`src/rtl/instr_chain_loader_pkg.sv`:
```
// Shared types and width constants for the cell instruction-load chain host.
// Widths mirror the cell package so chain fields line up bit-for-bit.
package instr_chain_loader_pkg;

    localparam int CELL_DATA_W = 32;
    localparam int CELL_ADDR_W = 6;
    localparam int CELL_HOPS_W = 4;
    localparam int RUN_W       = 32;

    typedef enum logic [1:0] {
        ST_LOAD  = 2'd0,
        ST_DRAIN = 2'd1,
        ST_CALL  = 2'd2,
        ST_WAIT  = 2'd3
    } state_t;

    typedef enum logic [1:0] {
        ERR_NONE    = 2'd0,
        ERR_HOPS    = 2'd1,
        ERR_STALE   = 2'd2,
        ERR_TIMEOUT = 2'd3
    } err_t;

endpackage

```
`src/rtl/instr_chain_loader.sv`:
```
// Streams load records onto the cell chain, drains it, then runs a call/ret
// handshake with the fabric row and reports cycle count, completion and errors.
module instr_chain_loader
    import instr_chain_loader_pkg::*;
#(
    parameter int INSTR_DATA_WIDTH = instr_chain_loader_pkg::CELL_DATA_W,
    parameter int INSTR_ADDR_WIDTH = instr_chain_loader_pkg::CELL_ADDR_W,
    parameter int INSTR_HOPS_WIDTH = instr_chain_loader_pkg::CELL_HOPS_W,
    parameter int NUM_CELLS        = 16,
    parameter int DRAIN_CYCLES     = 16,
    parameter int TIMEOUT_CYCLES   = 1 << 20
) (
    input  logic                        clk,
    input  logic                        rst,
    input  logic                        ld_valid,
    output logic                        ld_ready,
    input  logic [INSTR_DATA_WIDTH-1:0] ld_data,
    input  logic [INSTR_ADDR_WIDTH-1:0] ld_addr,
    input  logic [INSTR_HOPS_WIDTH-1:0] ld_hops,
    input  logic                        ld_last,
    output logic [INSTR_DATA_WIDTH-1:0] instr_data_out,
    output logic [INSTR_ADDR_WIDTH-1:0] instr_addr_out,
    output logic [INSTR_HOPS_WIDTH-1:0] instr_hops_out,
    output logic                        instr_en_out,
    output logic                        call_out,
    input  logic                        ret_in,
    output logic                        busy,
    output logic                        done,
    output logic [1:0]                  err,
    output logic [31:0]                 run_cycles
);

    localparam logic [RUN_W-1:0] DRAIN_LOAD   = RUN_W'(DRAIN_CYCLES - 1);
    localparam logic [RUN_W-1:0] TIMEOUT_LAST = RUN_W'(TIMEOUT_CYCLES - 1);

    state_t                      r_state;
    err_t                        r_err;
    logic [RUN_W-1:0]            r_cnt;
    logic [RUN_W-1:0]            r_run_cycles;
    logic                        r_ld_ready;
    logic                        r_busy;
    logic                        r_done;
    logic                        r_call;
    logic                        r_instr_en;
    logic [INSTR_DATA_WIDTH-1:0] r_instr_data;
    logic [INSTR_ADDR_WIDTH-1:0] r_instr_addr;
    logic [INSTR_HOPS_WIDTH-1:0] r_instr_hops;

    logic w_accept;
    logic w_hops_ok;

    assign w_accept  = ld_valid && r_ld_ready;
    // Hops field may be wider than the cell index range when NUM_CELLS is not a power of two.
    assign w_hops_ok = (RUN_W'(ld_hops) < RUN_W'(NUM_CELLS));

    always_ff @(posedge clk) begin
        if (rst) begin
            r_state      <= ST_LOAD;
            r_err        <= ERR_NONE;
            r_cnt        <= '0;
            r_run_cycles <= '0;
            r_ld_ready   <= 1'b1;
            r_busy       <= 1'b0;
            r_done       <= 1'b0;
            r_call       <= 1'b0;
            r_instr_en   <= 1'b0;
            r_instr_data <= '0;
            r_instr_addr <= '0;
            r_instr_hops <= '0;
        end else begin
            r_instr_en <= 1'b0;
            r_call     <= 1'b0;
            r_done     <= 1'b0;
            case (r_state)
                ST_LOAD: begin
                    if (w_accept) begin
                        if (w_hops_ok) begin
                            r_instr_data <= ld_data;
                            r_instr_addr <= ld_addr;
                            r_instr_hops <= ld_hops;
                            r_instr_en   <= 1'b1;
                            r_err        <= ERR_NONE;
                        end else begin
                            r_err <= ERR_HOPS;
                        end
                        if (ld_last) begin
                            r_state    <= ST_DRAIN;
                            r_cnt      <= DRAIN_LOAD;
                            r_ld_ready <= 1'b0;
                            r_busy     <= 1'b1;
                        end
                    end
                end
                ST_DRAIN: begin
                    if (r_cnt == '0) begin
                        r_state      <= ST_CALL;
                        r_call       <= 1'b1;
                        r_run_cycles <= '0;
                    end else begin
                        r_cnt <= r_cnt - 1'b1;
                    end
                end
                ST_CALL: begin
                    // A ret already high here is left over from a previous run.
                    if (ret_in) begin
                        r_err      <= ERR_STALE;
                        r_done     <= 1'b1;
                        r_state    <= ST_LOAD;
                        r_ld_ready <= 1'b1;
                        r_busy     <= 1'b0;
                    end else begin
                        r_state <= ST_WAIT;
                        r_cnt   <= '0;
                    end
                end
                ST_WAIT: begin
                    r_cnt        <= r_cnt + 1'b1;
                    r_run_cycles <= r_cnt + 1'b1;
                    if (ret_in || (r_cnt == TIMEOUT_LAST)) begin
                        if (!ret_in) begin
                            r_err <= ERR_TIMEOUT;
                        end
                        r_done     <= 1'b1;
                        r_state    <= ST_LOAD;
                        r_ld_ready <= 1'b1;
                        r_busy     <= 1'b0;
                    end
                end
                default: begin
                    r_state    <= ST_LOAD;
                    r_ld_ready <= 1'b1;
                    r_busy     <= 1'b0;
                end
            endcase
        end
    end

    assign ld_ready       = r_ld_ready;
    assign busy           = r_busy;
    assign done           = r_done;
    assign call_out       = r_call;
    assign err            = r_err;
    assign run_cycles     = r_run_cycles;
    assign instr_en_out   = r_instr_en;
    assign instr_data_out = r_instr_data;
    assign instr_addr_out = r_instr_addr;
    assign instr_hops_out = r_instr_hops;

endmodule

```
`config.mk`:
```
export PLATFORM = sky130hd
export DESIGN_NAME = instr_chain_loader
export DESIGN_NICKNAME = d
export VERILOG_FILES = /design/src/rtl/instr_chain_loader_pkg.sv /design/src/rtl/instr_chain_loader.sv
export SDC_FILE = /design/constraint.sdc
export NUM_CORES = 1
export LEC_CHECK = 0
export BUFFER_PORTS_ARGS = -buffer_cell sky130_fd_sc_hd__buf_2
export CORE_MARGIN = 1
export CORE_UTILIZATION = 49
export CTS_CLUSTER_SIZE = 12
export DETAILED_ROUTE_END_ITERATION = 6
export PLACE_DENSITY = 0.76
export REMOVE_ABC_BUFFERS = 1
export SKIP_CTS_REPAIR_TIMING = 1
export SLEW_MARGIN = 30
export SYNTH_ARGS = -nofsm -noshare
export SYNTH_HDL_FRONTEND = slang
export SYNTH_SLANG_ARGS = --single-unit
export TNS_END_PERCENT = 10
```
`constraint.sdc`:
```
create_clock -name clk -period 2.5 [get_ports clk]
set_input_delay 0.125 -clock clk [delete_from_list [all_inputs] [get_ports clk]]
set_output_delay 0.125 -clock clk [all_outputs]
set_load 0.005 [all_outputs]
```
==> flow_summary.toml <==
[status]
outcome = "finished, violations left"
failed_checks = "DRC"

[clock_tree]
clock_latency_ns = 0.42
cts_inserted_buffers = 17
ctsLongestPathBuffers = 2
cts.sinks = 115
htree_levels = 4
clkTransAtPathRegs_ns = 0.06
cts_tree = "built"
ctsRootBufferMaster = "clkbuf_16"

[timing]
rsz0062_at_grt = "true"
skew_ns = 0.00623
max_slew_margin_pct = 41.7
setup_tns_ns = 0
fmaxAchievable_mhz = 416
timing.final.crit_period_ns = 2.40
whs_ns = 0.109
setup_viol = 0
hold_violations = 0
fin_ws_ns = 0.0986
finalCritPeriodShare_pct = 96.1
tightest_slew_ns = 0.875
drv_slew = 0

[setup_path]
rr_worst_depth = 6
cp.required_ns = 2.85
worstPathArrival_ns = 2.75
endpoint_kind = "register"
cpPeakStageDelay_ns = 0.65
cp_max_fo = 11
critPathKind = "register to register"
crit_slowest_cell = "or4_4"
worstSetupStartpointType = "register"
cpMostUsedCell = "nand3_1"
cp_cell_sequence = "nand3_1 -> or4_4 -> nor4_2 -> nand3_1 -> or3_1 -> a41oi_2"

[grt]
grt_pass1_wl_mm = 28.6
antenna_found_initial = 0
grt_overflow = 0
grt_usage_pct = 28.8
grt_pass1_vias = 5698
grt_max_degree = 55

[yosys]
synth.most_common_cell = "nand2_1"
yosysUniqueCellTypes = 66
synth-async-reset-ratio_pct = 0
netlist.top_cell.by_area = "dfxtp_1"
synth_edf_count = 0
synthCells = 770
ys_ff_latch = 115
netlist_top_cells_area = "dfxtp_1 (39%), nand2_1 (8.8%), a21oi_1 (7.2%)"
avgSynthCellArea_um2 = 7.61
synth_top_area_share_pct = 39.3
ys.warnings.count = 0
synth_flop_cell = "dfxtp_1"
netlist_area_um2 = 5860
seq_area_frac_synth_pct = 39.3
netlist_top_cells_count = "nand2_1 (138), dfxtp_1 (115), a21oi_1 (84), nor2_1 (66), clkbuf_1 (55)"

[layout]
antennaDiodeCount = 0
layout.area.seq_um2 = 2300
drive_gt1_share_pct = 25.0
nFillCells = 901
multi_input_area_um2 = 3220
nets = 997
area_delta_synth_final_pct = 34.9

[floorplanning]
dieWidth_um = 111
start_util_pct = 50.9
core_region_area_um2 = 11500
fp-row-count = 39
die_h_um = 111
pin_count = 128
die_area_um2 = 12400

[routing]
ant_nets = 0
drc_errors = 40
vias = 6594
via_per_inst = 5.98
drt_first_pass_iters = 7
dr.first_iter.drc_count = 839
wl_per_cell_um = 17.5
totalWireLength_mm = 19.2

[placement]
dp_hpwl_mm = 12.0
finalWeightedCongestion = 0.945
port_buffers = 127
dp_slack_ns = 0.127

[power]
p_per_area_nw_per_um2 = 1160
leakagePower_nw = 3.30
ir_drop_mv = 0.540

[min_path]
min_path_cells = 3
hp-class = "primary input to register"

[flow_run]
cap_violations = 0
[area by class of cell]
cell class                      count  area share [%]
Clock buffer                       19            5.61
Clock inverter                     11            1.74
Inverter                           13           0.618
Multi-Input combinational cell    568            40.8
Sequential cell                   115            29.2
Tap cell                          143            2.26
Timing Repair Buffer              233            19.8
[final timing paths]
check | end | startpoint | slack (ns)
max | r_cnt[31]$_SDFFE_PP0P_ | r_cnt[13]$_SDFFE_PP0P_ | 0.1
min reg2reg | instr_addr_out[2]$_SDFFE_PP0P_ | instr_addr_out[2]$_SDFFE_PP0P_ | 0.45
max reg2reg | r_cnt[31]$_SDFFE_PP0P_ | r_cnt[13]$_SDFFE_PP0P_ | 0.1
min | done$_SDFF_PP0_ | ret_in | 0.11
[state kept, by name (all words and copies together) (netlist names)]
name	count
r_cnt	32
r_state	2
done	1
err	2
call_out	1
instr_hops_out	4
instr_en_out	1
instr_data_out	32
run_cycles	32
busy	1
instr_addr_out	6
ld_ready	1
[worst max-delay path, delay by kind of cell, from the launching register on]
kind	cells	cell delay, ns
flip-flops	1	0.45
AO/OA/AOI/OAI	1	0.19
AND/OR/NAND/NOR	5	1.70
[per-stage QoR]
step           std cells  power [mW]  util [%]  cell area (um2)
2_1_floorplan        696        4.80         -             5540
3_3_place_gp        1029        6.50      59.6             6860
3_5_place_dp        1029        6.55      59.6             6860
4_1_cts             1059        8.97      64.6             7440
5_1_grt             1102        9.69      68.6             7900
6_report            1102        9.19      68.6             7900
[per-layer routing]
metal	wire (um)	track usage (%)
met5	0	0
met4	490	11.1
met3	1760	6.64
met2	8760	46.4
met1	8230	37.5
[layout by cell type (no fill, tap or decap), types with 5 or more instances in the layout]
| master | instances |
|---|---|
| nand4_1 | 18 |
| o22ai_1 | 6 |
| a32oi_1 | 5 |
| xnor2_1 | 18 |
| a21oi_1 | 84 |
| or4_1 | 12 |
| buf_4 | 62 |
| a31oi_1 | 14 |
| dfxtp_1 | 114 |
| nand3_1 | 35 |
| clkbuf_16 | 17 |
| clkinv_2 | 6 |
| inv_1 | 13 |
| dlygate4sd3_1 | 43 |
| or3_1 | 7 |
| buf_2 | 126 |
| nor3_1 | 14 |
| a22oi_1 | 23 |
| nor4_1 | 19 |
| nand2_1 | 138 |
| nor4_2 | 6 |
| and2_1 | 5 |
| nor2_1 | 65 |
| xor2_1 | 10 |
| o21ai_0 | 23 |
[power by group]
part	leakage, nW	total [mW]	internal [mW]	switching [mW]
Sequential	0.935	2.37	2.12	0.246
Combinational	2.07	4.40	1.73	2.68
Clock	0.292	2.42	1.57	0.848
Total	3.30	9.19	5.42	3.77
[cells by family after synthesis]
group           synth area share, %
compound gates                 20.8
xor+xnor                       4.19
fa+ha+maj                     0.427
buf+inv                        6.26
flops                          39.3
mux                           0.171
simple gates                   28.9
(Power assumes the default switching activity.)
